<file path="config.mk">
export PLATFORM = sky130hd
export DESIGN_NAME = seg_scan_driver
export DESIGN_NICKNAME = d
export VERILOG_FILES = /design/src/rtl/seg_scan_driver.sv
export SDC_FILE = /design/constraint.sdc
export NUM_CORES = 1
export LEC_CHECK = 0
export BUFFER_PORTS_ARGS = -buffer_cell sky130_fd_sc_hd__buf_2
export CORE_MARGIN = 2
export CORE_UTILIZATION = 59
export DETAILED_ROUTE_END_ITERATION = 10
export PLACE_DENSITY = 0.8
export SYNTH_ARGS = -nofsm -noshare
export SYNTH_HDL_FRONTEND = slang
export SYNTH_SLANG_ARGS = --single-unit
</file>
<file path="constraint.sdc">
create_clock -name clk -period 3.2 [get_ports clk]
set_clock_uncertainty 0.2 [all_clocks]
set_input_delay 0.64 -clock clk [delete_from_list [all_inputs] [get_ports clk]]
set_output_delay 0.64 -clock clk [all_outputs]
set_load 0.03 [all_outputs]
</file>
<file path="src/rtl/seg_scan_driver.sv">
// Time-multiplexed common-anode 7-segment driver with frame-synchronous shadow loading.
// Define LEADING_ZERO_BLANK_EN to suppress leading zero digits (digit 0 is never suppressed).
module seg_scan_driver #(
   parameter int DIGITS      = 4,
   parameter int REFRESH_DIV = 100000
) (
   input  logic                clk,
   input  logic                rst,
   input  logic [4*DIGITS-1:0] value,
   input  logic [DIGITS-1:0]   dp_in,
   input  logic [DIGITS-1:0]   blank,
   input  logic                load,
   output logic [6:0]          seg,
   output logic                dp,
   output logic [DIGITS-1:0]   an,
   output logic                frame_done
);

   localparam int PW = (REFRESH_DIV > 1) ? $clog2(REFRESH_DIV) : 1;
   localparam int IW = (DIGITS > 1) ? $clog2(DIGITS) : 1;
   localparam logic [PW-1:0] PRESC_MAX = PW'(REFRESH_DIV - 1);
   localparam logic [IW-1:0] IDX_MAX   = IW'(DIGITS - 1);

   logic [PW-1:0]       r_presc;
   logic [IW-1:0]       r_idx;
   logic [4*DIGITS-1:0] r_sh_val, r_disp_val;
   logic [DIGITS-1:0]   r_sh_dp, r_sh_blank, r_disp_dp, r_disp_blank;
   logic                r_pending;
   logic [6:0]          r_seg;
   logic                r_dp;
   logic [DIGITS-1:0]   r_an;
   logic                r_frame_done;

   logic                w_tick, w_boundary;
   logic [3:0]          w_nib;
   logic                w_dp_bit, w_off;
   logic [DIGITS-1:0]   w_an, w_lz;

   function automatic logic [6:0] hex_to_seg(input logic [3:0] nib);
      logic [6:0] s;
      case (nib)
         4'h0: s = 7'b1000000;
         4'h1: s = 7'b1111001;
         4'h2: s = 7'b0100100;
         4'h3: s = 7'b0110000;
         4'h4: s = 7'b0011001;
         4'h5: s = 7'b0010010;
         4'h6: s = 7'b0000010;
         4'h7: s = 7'b1111000;
         4'h8: s = 7'b0000000;
         4'h9: s = 7'b0010000;
         4'hA: s = 7'b0001000;
         4'hB: s = 7'b0000011;
         4'hC: s = 7'b1000110;
         4'hD: s = 7'b0100001;
         4'hE: s = 7'b0000110;
         default: s = 7'b0001110;
      endcase
      return s;
   endfunction

   assign w_tick     = (r_presc == PRESC_MAX);
   assign w_boundary = w_tick && (r_idx == IDX_MAX);

`ifdef LEADING_ZERO_BLANK_EN
   // Walk down from the top digit; a digit is suppressed while everything at or above it is zero.
   always_comb begin
      logic v_hi_zero;
      v_hi_zero = 1'b1;
      w_lz      = '0;
      for (int i = DIGITS - 1; i > 0; i--) begin
         v_hi_zero = v_hi_zero && (r_disp_val[4*i +: 4] == 4'h0);
         w_lz[i]   = v_hi_zero && !r_disp_dp[i];
      end
   end
`else
   assign w_lz = '0;
`endif

   // Digit select as a compare-per-digit mux so no out-of-range index can ever be formed.
   // NOTE: every output of this block gets a default first, otherwise a latch is inferred.
   always_comb begin
      w_nib    = 4'h0;
      w_dp_bit = 1'b0;
      w_off    = 1'b0;
      w_an     = '1;
      for (int i = 0; i < DIGITS; i++) begin
         if (r_idx == IW'(i)) begin
            w_nib    = r_disp_val[4*i +: 4];
            w_dp_bit = r_disp_dp[i];
            w_off    = r_disp_blank[i] || w_lz[i];
            w_an[i]  = 1'b0;
         end
      end
   end

   // NOTE: sequential state uses non-blocking assignments so every register samples pre-edge values.
   always_ff @(posedge clk or posedge rst) begin
      if (rst) begin
         r_presc <= '0;
         r_idx   <= '0;
      end else if (w_tick) begin
         r_presc <= '0;
         r_idx   <= (r_idx == IDX_MAX) ? '0 : r_idx + IW'(1);
      end else begin
         r_presc <= r_presc + PW'(1);
      end
   end

   // NOTE: shadow and display registers are reset explicitly; the first frame must show zeros.
   always_ff @(posedge clk or posedge rst) begin
      if (rst) begin
         r_sh_val     <= '0;
         r_sh_dp      <= '0;
         r_sh_blank   <= '0;
         r_disp_val   <= '0;
         r_disp_dp    <= '0;
         r_disp_blank <= '0;
         r_pending    <= 1'b0;
      end else if (w_boundary) begin
         r_pending <= 1'b0;
         if (load) begin
            r_disp_val   <= value;
            r_disp_dp    <= dp_in;
            r_disp_blank <= blank;
         end else if (r_pending) begin
            r_disp_val   <= r_sh_val;
            r_disp_dp    <= r_sh_dp;
            r_disp_blank <= r_sh_blank;
         end
      end else if (load) begin
         r_sh_val   <= value;
         r_sh_dp    <= dp_in;
         r_sh_blank <= blank;
         r_pending  <= 1'b1;
      end
   end

   always_ff @(posedge clk or posedge rst) begin
      if (rst) begin
         r_an         <= '1;
         r_seg        <= 7'h7F;
         r_dp         <= 1'b1;
         r_frame_done <= 1'b0;
      end else begin
         r_an         <= w_an;
         r_seg        <= w_off ? 7'h7F : hex_to_seg(w_nib);
         r_dp         <= w_off ? 1'b1 : ~w_dp_bit;
         r_frame_done <= w_boundary;
      end
   end

   assign an         = r_an;
   assign seg        = r_seg;
   assign dp         = r_dp;
   assign frame_done = r_frame_done;

endmodule
</file>
# After elaboration in Yosys (flattened, before gate mapping)
# Memories as Yosys holds them, arrays and structs flattened.
# Cells that the tools add are included.
# totals
reg_bits,81
latchBits,0
ramBits,0
rom_bits,112
word_cells,56
n_memories,1
# classes
addsub,2
n_mul,0
div,0
n_lt_le_gt_ge,0
eq_ne,4
n_shift,0
n_mux,28
bitwise,2
reduce_logical,6
# mem_list
name,depth,width,rd,rd_ports_with_merged_regs,wr,line,text
(name not given),16,7,1,0,0,41,case (nib)
# op_table
op,count
2-to-1 mux 16 bit,2
2-to-1 mux 4 bit,8
"adder 17 x 1 -> 17 bit, second input constant",1
"== test 17 bit, second input constant",1
2-to-1 mux 17 bit,1
2-to-1 mux 1 bit,15
2-to-1 mux 7 bit,1
"== test 2 bit, second input constant",2
AND reduction 2 bit,2
nonzero test 2 bit,2
"adder 2 x 1 -> 2 bit, second input constant",1
"== test 2 x 1 -> 1 bit, second input constant",1
zero test 2 bit,1
2-to-1 mux 2 bit,1
inverter 1 bit,2
logical AND 1 bit,1

# Longest topological paths before layout
# Gate-level depths: netlist of run 1.
# depth
ltp_word,7
ltp_mapped,12
depth_no_buf,11

# Worst setup path before layout of run 1
# No wires, ideal clock.
# synth_timing
path_type,register -> register
from,reg r_presc[12]
to,reg r_sh_blank[0]
setup_ns,0.125
arrival_time_ns,2.301
t_required_ns,2.875
setup_slack_ns,0.574
path_stages_with_launch,9
path_buffers,3
cell_sequence,dfrtp_1 or4b_1 or4_1 buf_2 nor2_4 nor2b_1 buf_6 buf_6 mux2_4
# synth_between
elab_chain_cells,4
# synth_lines
element,line,text
"start, declared",24,logic [PW-1:0] r_presc;
"start signal, assigned",106,r_presc <= r_presc + PW'(1);
== test 17 bit,62,assign w_tick = (r_presc == PRESC_MAX);
logical AND 1 bit,63,assign w_boundary = w_tick && (r_idx == IDX_MAX);
inverter 1 bit (no line),--,
AND reduction 2 bit (no line),--,
"end signal, assigned",134,r_sh_blank <= blank;
"end, declared",27,"logic [DIGITS-1:0] r_sh_dp, r_sh_blank, r_disp_dp, r_disp_blank;"
# No other way between the ends.
# A chain may end at the register's enable or synchronous reset.

# Final worst setup path of run 1
# layout_timing
from,reg r_idx[1]
to,reg r_seg[1] (netlist: seg[1])
# layout_between
elab_chain_cells,7
# layout_lines
element,line,text
"start, declared",25,logic [IW-1:0] r_idx;
"start signal, assigned",104,r_idx <= (r_idx == IDX_MAX) ? '0 : r_idx + IW'(1);
zero test 2 bit,88,if (r_idx == IW'(i)) begin
2-to-1 mux 4 bit (4 in series),88,
memory read (16 x 7 bit),--,
2-to-1 mux 7 bit *,147,r_seg <= w_off ? 7'h7F : hex_to_seg(w_nib);
"end signal, assigned",147,
"end, declared",29,logic [6:0] r_seg;
# Every way passes the cells marked *; elsewhere a longest branch is shown, timed or not.

==> run summary, run 1 <==
GLOBAL ROUTE
----------------------------------------------------------------------------------
Final global-route overflow total ...................................            0
Number of antenna violations at the first check in global routing ...            0
Pin count of the biggest net entering global routing ................           43
Total track usage ...................................................        24.3%
Vias in the first global route ......................................        2,911
Wire length of the first global-routing pass ........................    14,000 um

CELLS AND AREA
----------------------------------------------------------------------------------
Utilization after layout ............................................        67.2%
Number of nets in the final layout ..................................          439
P&R area growth vs syn ..............................................        11.7%
Share of final-layout standard cells stronger than drive strength 1 .        28.8%
Final std cells w/o fill ............................................          486
Number of antenna diodes ............................................            0

PLACEMENT
----------------------------------------------------------------------------------
Number of placed instances, taps included ...........................          470
Minimum setup slack after placement .................................       323 ps
Sum of net half-perimeters after detailed placement .................      5630 um
GP Congestion .......................................................        0.848
Count of buffers inserted at the top-level ports ....................           39

JOB
----------------------------------------------------------------------------------
# Max-Cap Violations ................................................            0

LOGIC SYNTHESIS
----------------------------------------------------------------------------------
Library cells used by synthesis .....................................           49
Top cell type by total area after synthesis .........................      dfrtp_1
Count of flip-flops with a built-in enable after synthesis ..........            0
Flip-flop and latch count after synthesis ...........................           81
Number of warnings printed during yosys synthesis ...................            0
Async set-reset flop share out of synthesis .........................         100%
Ranking of synthesized cells by area ................................ dfrtp_1, dfstp_2, mux2_4
Mean instance size in the synthesized netlist .......................    11.2 um^2
Synthesized net count ...............................................          397
Share of the synthesized area in the top cell type ..................        42.9%
Fraction of the yosys area taken by sequential cells ................        50.8%
Top flip-flop cell by instance count after synthesis ................      dfrtp_1
Post-synthesis instance total .......................................          359
Synthesized area .................................................... 0.00402 mm^2

WORST SETUP PATH
----------------------------------------------------------------------------------
Critical Path End Type ..............................................     register
R2R depth ...........................................................            8
Sort of element at the start of the critical path ...................     register
Data arrival time of the critical path ..............................      3080 ps
Worst path required time ............................................      3280 ps
Crit Path Max Fanout ................................................           16
Kind of critical path ............................................... register to register

ROUTE
----------------------------------------------------------------------------------
Routed wire length ..................................................      8390 um
Number of DRC violations after detailed routing .....................            0
Violation count after the first detailed-route iteration ............          170
Detailed route wirelength on metal3 .................................       498 um
Vias post-DR ........................................................        2,928
Wire per inst .......................................................      17.3 um
Wire length on met2 .................................................      3890 um
1st-pass router iterations ..........................................            5
Uppermost layer routed ..............................................         met4
WL met1 .............................................................      3880 um
Vias per cell .......................................................         6.02
Number of nets still failing antenna checks after routing ...........            0

STA
----------------------------------------------------------------------------------
Setup slack after layout ............................................       203 ps
Setup_tns ...........................................................         0 ps
Unrepaired setup endpoints after global routing .....................        false
Minimum period implied by the final worst setup slack ...............      3000 ps
Peak Freq ...........................................................      334 MHz
Count of final max-slew check failures ..............................            0
Final cycle utilization of the critical path ........................        93.7%
Final Hold Viols ....................................................            0
Final setup violation count .........................................            0
Slew at the pin with the worst max-slew slack .......................       741 ps
Worst slew margin relative to its limit .............................        50.4%

CLOCK TREE
----------------------------------------------------------------------------------
Number of buffers added to fix hold violations after cts ............            0
Root buf cell .......................................................     clkbuf_8
Number of gates resized after CTS ...................................            0
Number of clock buffers inserted by TritonCTS .......................            9
# clock sinks .......................................................           81
Longest Clk Path Bufs ...............................................            2
Number of buffers added for setup after CTS .........................            0
Clock-pin transition on the worst setup and hold timing paths .......        80 ps
H-Tree Depth ........................................................            3
Clk_lat worst skew ..................................................       360 ps
CTS tree ............................................................        built

FLOORPLAN
----------------------------------------------------------------------------------
Rows ................................................................           30
Core region area .................................................... 0.00668 mm^2
Ports ...............................................................           40
Initial Utilization .................................................        60.2%
Y dimension of the die ..............................................      86.6 um
Width of the chip ...................................................      86.6 um
Die Area ............................................................ 0.00749 mm^2

POWER AND IR DROP
----------------------------------------------------------------------------------
Static Leakage ......................................................      2.11 nW
Worst ir drop on vdd ................................................       280 uV
Final Power .........................................................    0.00198 W
Power density normalized to cell area ...............................  440 mW/mm^2

HOLD PATH
----------------------------------------------------------------------------------
Class of the worst hold path ........................................ primary input to async pin

RUN STATUS
----------------------------------------------------------------------------------
Outcome ............................................................. finished, final reports clean

==> metal layers <==
metal  GRT usage, %  up-vias
met5              0        -
met4           8.52        0
met3           5.43       13
met2           38.5       93
met1           33.3     1431
li1               -     1391
==> cells in the mapped netlist, drive strengths merged (2+ instances only) <==
cell type,count
dfrtp,69
nor2,34
mux2,25
nand2,24
nor3,18
o21bai,16
o221a,16
inv,14
nand3,13
clkbuf,12
dfstp,12
ha,11
a21oi,9
xor2,8
buf,7
o2bb2ai,6
xnor2,6
nand4,5
nor2b,5
o21ai,5
a22oi,4
o211ai,4
nand2b,3
nand3b,3
nor4,3
o221ai,3
a211oi,2
a221o,2
and3,2
and3b,2
nor3b,2
o32ai,2
or4b,2
==> path summary, 6_finish.rpt <==
kind / from / to / slack, ps
setup / recovery: r_idx[1] / seg[1] / 200
hold / removal: rst / r_presc[3] / 160
setup reg to reg: r_idx[1] / seg[1] / 200
hold reg to reg: r_presc[0] / r_presc[0] / 300
max in group asynchronous: rst / seg[1] / 1850
min in group clk: r_presc[0] / r_presc[0] / 300
==> critical path, cell delays in order, from the launching register on <==
cell and delay (ps):
dfrtp_1 400, ha_1 490, nor2_1 220, a31oi_1 570
inv_1 220, ha_1 340, inv_1 60, mux2_2 250
o211ai_1 160
==> power breakdown <==
part / switching (W) / total (W) / internal, W
sequential: 0.0000230 / 0.00109 / 0.00107
clock: 0.000357 / 0.000737 / 0.000381
combinational: 0.0000734 / 0.000150 / 0.0000765
total: 0.000453 / 0.00198 / 0.00152
==> cells by family (layout without fill, tap and decap cells) <==
group / Yosys count / after routing / synth area share [%]
DFF: 81 / 81 / 50.8
and+or+nand+nor: 119 / 119 / 14.7
buffers and inverters: 33 / 80 / 3.83
xor gates and xnor gates: 14 / 14 / 3.05
adders and majority gates: 11 / 11 / 3.42
muxes: 25 / 25 / 8.86
AOI/OAI and AO/OA: 76 / 76 / 15.4
==> area by class of cell <==
type	count	area, um^2
fill	501	2190
timing repair buffer	50	278
tap	80	100
clock buffer	13	149
multi-input combinational	245	1830
sequential	81	2040
inverter	14	53.8
clock inverter	3	40.0
==> registers in the layout (all words and copies together) (netlist names) <==
signal        cells
r_presc          17
frame_done        1
r_sh_val         16
r_pending         1
dp                1
r_sh_dp           4
r_disp_dp         4
r_sh_blank        4
r_disp_val       16
r_disp_blank      4
r_idx             2
seg               7
an                4
==> cells in the final DEF, fill, tap and decap left out, drive strengths merged, types with 4 or more instances in the layout <==
master / count
o211ai: 4
xnor2: 6
xor2: 8
nor2b: 5
nor3: 18
o221a: 16
o2bb2ai: 6
o21bai: 16
clkbuf: 13
dfrtp: 69
nor2: 34
a22oi: 4
inv: 13
nand2: 24
o21ai: 5
ha: 11
dfstp: 12
nand3: 13
mux2: 25
buf: 50
a21oi: 9
nand4: 5
==> through the flow <==
step	hold slack (ps)	instance area (um^2)
after CTS	182	4490
after detailed placement	281	4300
after global placement	274	4300
after global routing	204	4490
after floorplan	255	4020
final	160	4490
Note: power is estimated with default switching activity, not from simulation.
==> run 2, diff against run 1 <==
--- a/config.mk
+++ b/config.mk
@@ -6,8 +6,10 @@
 export NUM_CORES = 1
 export LEC_CHECK = 0
 export BUFFER_PORTS_ARGS = -buffer_cell sky130_fd_sc_hd__buf_2
+export CORE_ASPECT_RATIO = 1.4
 export CORE_MARGIN = 2
 export CORE_UTILIZATION = 59
+export CTS_CLUSTER_SIZE = 16
 export DETAILED_ROUTE_END_ITERATION = 10
 export PLACE_DENSITY = 0.8
 export SYNTH_ARGS = -nofsm -noshare
==> run summary, run 2 (synthesized netlist as in run 1, its figures left out) <==
ROUTE
-------------------------------------------------------------------------------------
Number of DRC violations after detailed routing ........................            0
Vias post-DR ...........................................................        2,906
Violation count after the first detailed-route iteration ...............          206
Vias per cell ..........................................................         5.84
Number of nets still failing antenna checks after routing ..............            0
1st-pass router iterations .............................................            4
Wire per inst ..........................................................      17.2 um
Routed wire length .....................................................      8550 um

CLOCK TREE
-------------------------------------------------------------------------------------
CTS tree ...............................................................        built
Longest Clk Path Bufs ..................................................            2
# clock sinks ..........................................................           81
Number of clock buffers inserted by TritonCTS ..........................            9
Number of gates resized after CTS ......................................            0
Number of buffers added for setup after CTS ............................            0
H-Tree Depth ...........................................................            3
Clock-pin transition on the worst setup and hold timing paths ..........        70 ps
Number of buffers added to fix hold violations after cts ...............            0
Root buf cell ..........................................................     clkbuf_8
Clk_lat worst skew .....................................................       340 ps

FLOORPLAN
-------------------------------------------------------------------------------------
Ports ..................................................................           40
Die Area ............................................................... 0.00750 mm^2
Y dimension of the die .................................................       102 um
Rows ...................................................................           35
Core region area ....................................................... 0.00661 mm^2
Initial Utilization ....................................................        60.8%
Width of the chip ......................................................      73.8 um

POWER AND IR DROP
-------------------------------------------------------------------------------------
Switching share of power ...............................................        23.4%
Proportion of power drawn by flip-flops and latches ....................        57.6%
Portion of total power attributed to combinational logic ...............         8.0%
Worst ir drop on vdd ...................................................       307 uV
Part of the total power dissipated in the clock network ................        34.4%
Static Leakage .........................................................      2.10 nW
Power density normalized to cell area ..................................  422 mW/mm^2
Internal power consumption .............................................    0.00145 W
Net Sw Power ...........................................................   0.000444 W

WORST SETUP PATH
-------------------------------------------------------------------------------------
Worst path cell trace .................................................. or4b_1 > or4_1 > nor2_4 > buf_4 > nand2_1 > o221a_2
Worst path required time ...............................................      3230 ps
Sort of element at the start of the critical path ......................     register
CP max stage delay .....................................................       600 ps
Data arrival time of the critical path .................................      2980 ps
Crit Path Max Fanout ...................................................           16
R2R depth ..............................................................            6
Standard cell with the maximum stage delay on the critical path ........        or4_1
Critical Path End Type .................................................     register
Kind of critical path .................................................. register to register

GLOBAL ROUTE
-------------------------------------------------------------------------------------
Wire length of the first global-routing pass ...........................    14,100 um
Final global-route overflow total ......................................            0
Vias in the first global route .........................................        3,002
Total track usage ......................................................        24.7%
Number of antenna violations at the first check in global routing ......            0
Pin count of the biggest net entering global routing ...................           58

CELLS AND AREA
-------------------------------------------------------------------------------------
P&R area growth vs syn .................................................        11.6%
Share of final-layout standard cells stronger than drive strength 1 ....        28.3%
Design area ............................................................ 0.00449 mm^2
Max reg flops ..........................................................           17
Leading cell types in the layout, fill and taps excluded ............... dfrtp_1, buf_2, nor2_1, nand2_1, mux2_4
Final std cells w/o fill ...............................................          498
Number of antenna diodes ...............................................            0
Register bank with the most flops ......................................      r_presc
Most frequent standard cell in the layout excluding fill and tap cells .      dfrtp_1
Number of nets in the final layout .....................................          439
Regs by FF count ....................................................... r_presc x17, r_disp_val x16, r_sh_val x16

STA
-------------------------------------------------------------------------------------
Final Hold Viols .......................................................            0
Slew at the pin with the worst max-slew slack ..........................       743 ps
Setup_tns ..............................................................         0 ps
Final setup violation count ............................................            0
Unrepaired setup endpoints after global routing ........................        false
Peak Freq ..............................................................      339 MHz
Minimum period implied by the final worst setup slack ..................      2950 ps
Final cycle utilization of the critical path ...........................        92.2%
Count of final max-slew check failures .................................            0
Setup slack after layout ...............................................       251 ps
Worst slew margin relative to its limit ................................        50.0%

HOLD PATH
-------------------------------------------------------------------------------------
Class of the worst hold path ........................................... primary input to async pin

RUN STATUS
-------------------------------------------------------------------------------------
Outcome ................................................................ finished, final reports clean

PLACEMENT
-------------------------------------------------------------------------------------
Minimum setup slack after placement ....................................       242 ps
Cell area after placement .............................................. 0.00433 mm^2
GP Congestion ..........................................................        0.801
Count of buffers inserted at the top-level ports .......................           39
Number of placed instances, taps included ..............................          482
Sum of net half-perimeters after detailed placement ....................      6020 um

JOB
-------------------------------------------------------------------------------------
# Max-Cap Violations ...................................................            0

run 2: cell count changes in the layout (fill, tap and decap cells not counted), sizes merged:
cell	delta
clkbuf	+2
inv	+1
bufinv	-1
clkinv	-2
run 2: cell type report:
cell class	count	area, um^2
Clock buffer	15	156
Sequential cell	81	2040
Fill cell	493	2120
Multi-Input combinational cell	245	1830
Inverter	14	52.6
Timing Repair Buffer	50	290
Tap cell	92	115
Clock inverter	1	5.00
run 2: worst max-delay path, delay by kind of cell (launching register included):
kind | cells | cell delay [ps]
AOI/OAI and AO/OA | 1 | 380
and+or+nand+nor | 4 | 1680
DFF | 1 | 400
buffers and inverters | 1 | 180
run 2: power by group through the flow:
stage	combinational, W	sequential (W)	clock (W)
after floorplan	0.0000985	0.00111	0
after global placement	0.000150	0.00111	0
after detailed placement	0.000153	0.00111	0
after CTS	0.000154	0.00109	0.000658
after global routing	0.000167	0.00109	0.000698
final	0.000152	0.00109	0.000651
run 2: worst paths after layout:
kind / start / end / slack, ps
max in group asynchronous: rst / an[3] / 1950
setup / recovery: r_presc[12] / r_disp_val[13] / 250
setup reg to reg: r_presc[12] / r_disp_val[13] / 250
hold / removal: rst / r_sh_blank[1] / 130
min in group clk: r_presc[0] / r_presc[0] / 290
hold reg to reg: r_presc[0] / r_presc[0] / 290
run 2: through the flow:
stage	power, W	hold slack, ps	util, %
after detailed placement	0.00126	274	65.5
after floorplan	0.00121	255	-
after CTS	0.00190	143	67.9
final	0.00189	132	67.9
after global routing	0.00196	171	67.9
after global placement	0.00126	268	65.5
run 2: per-layer routing:
layer	track usage, %	routed length (um)
met1	28.7	3510
met3	4.58	303
met2	44.4	4570
met5	0	0
met4	9.65	166
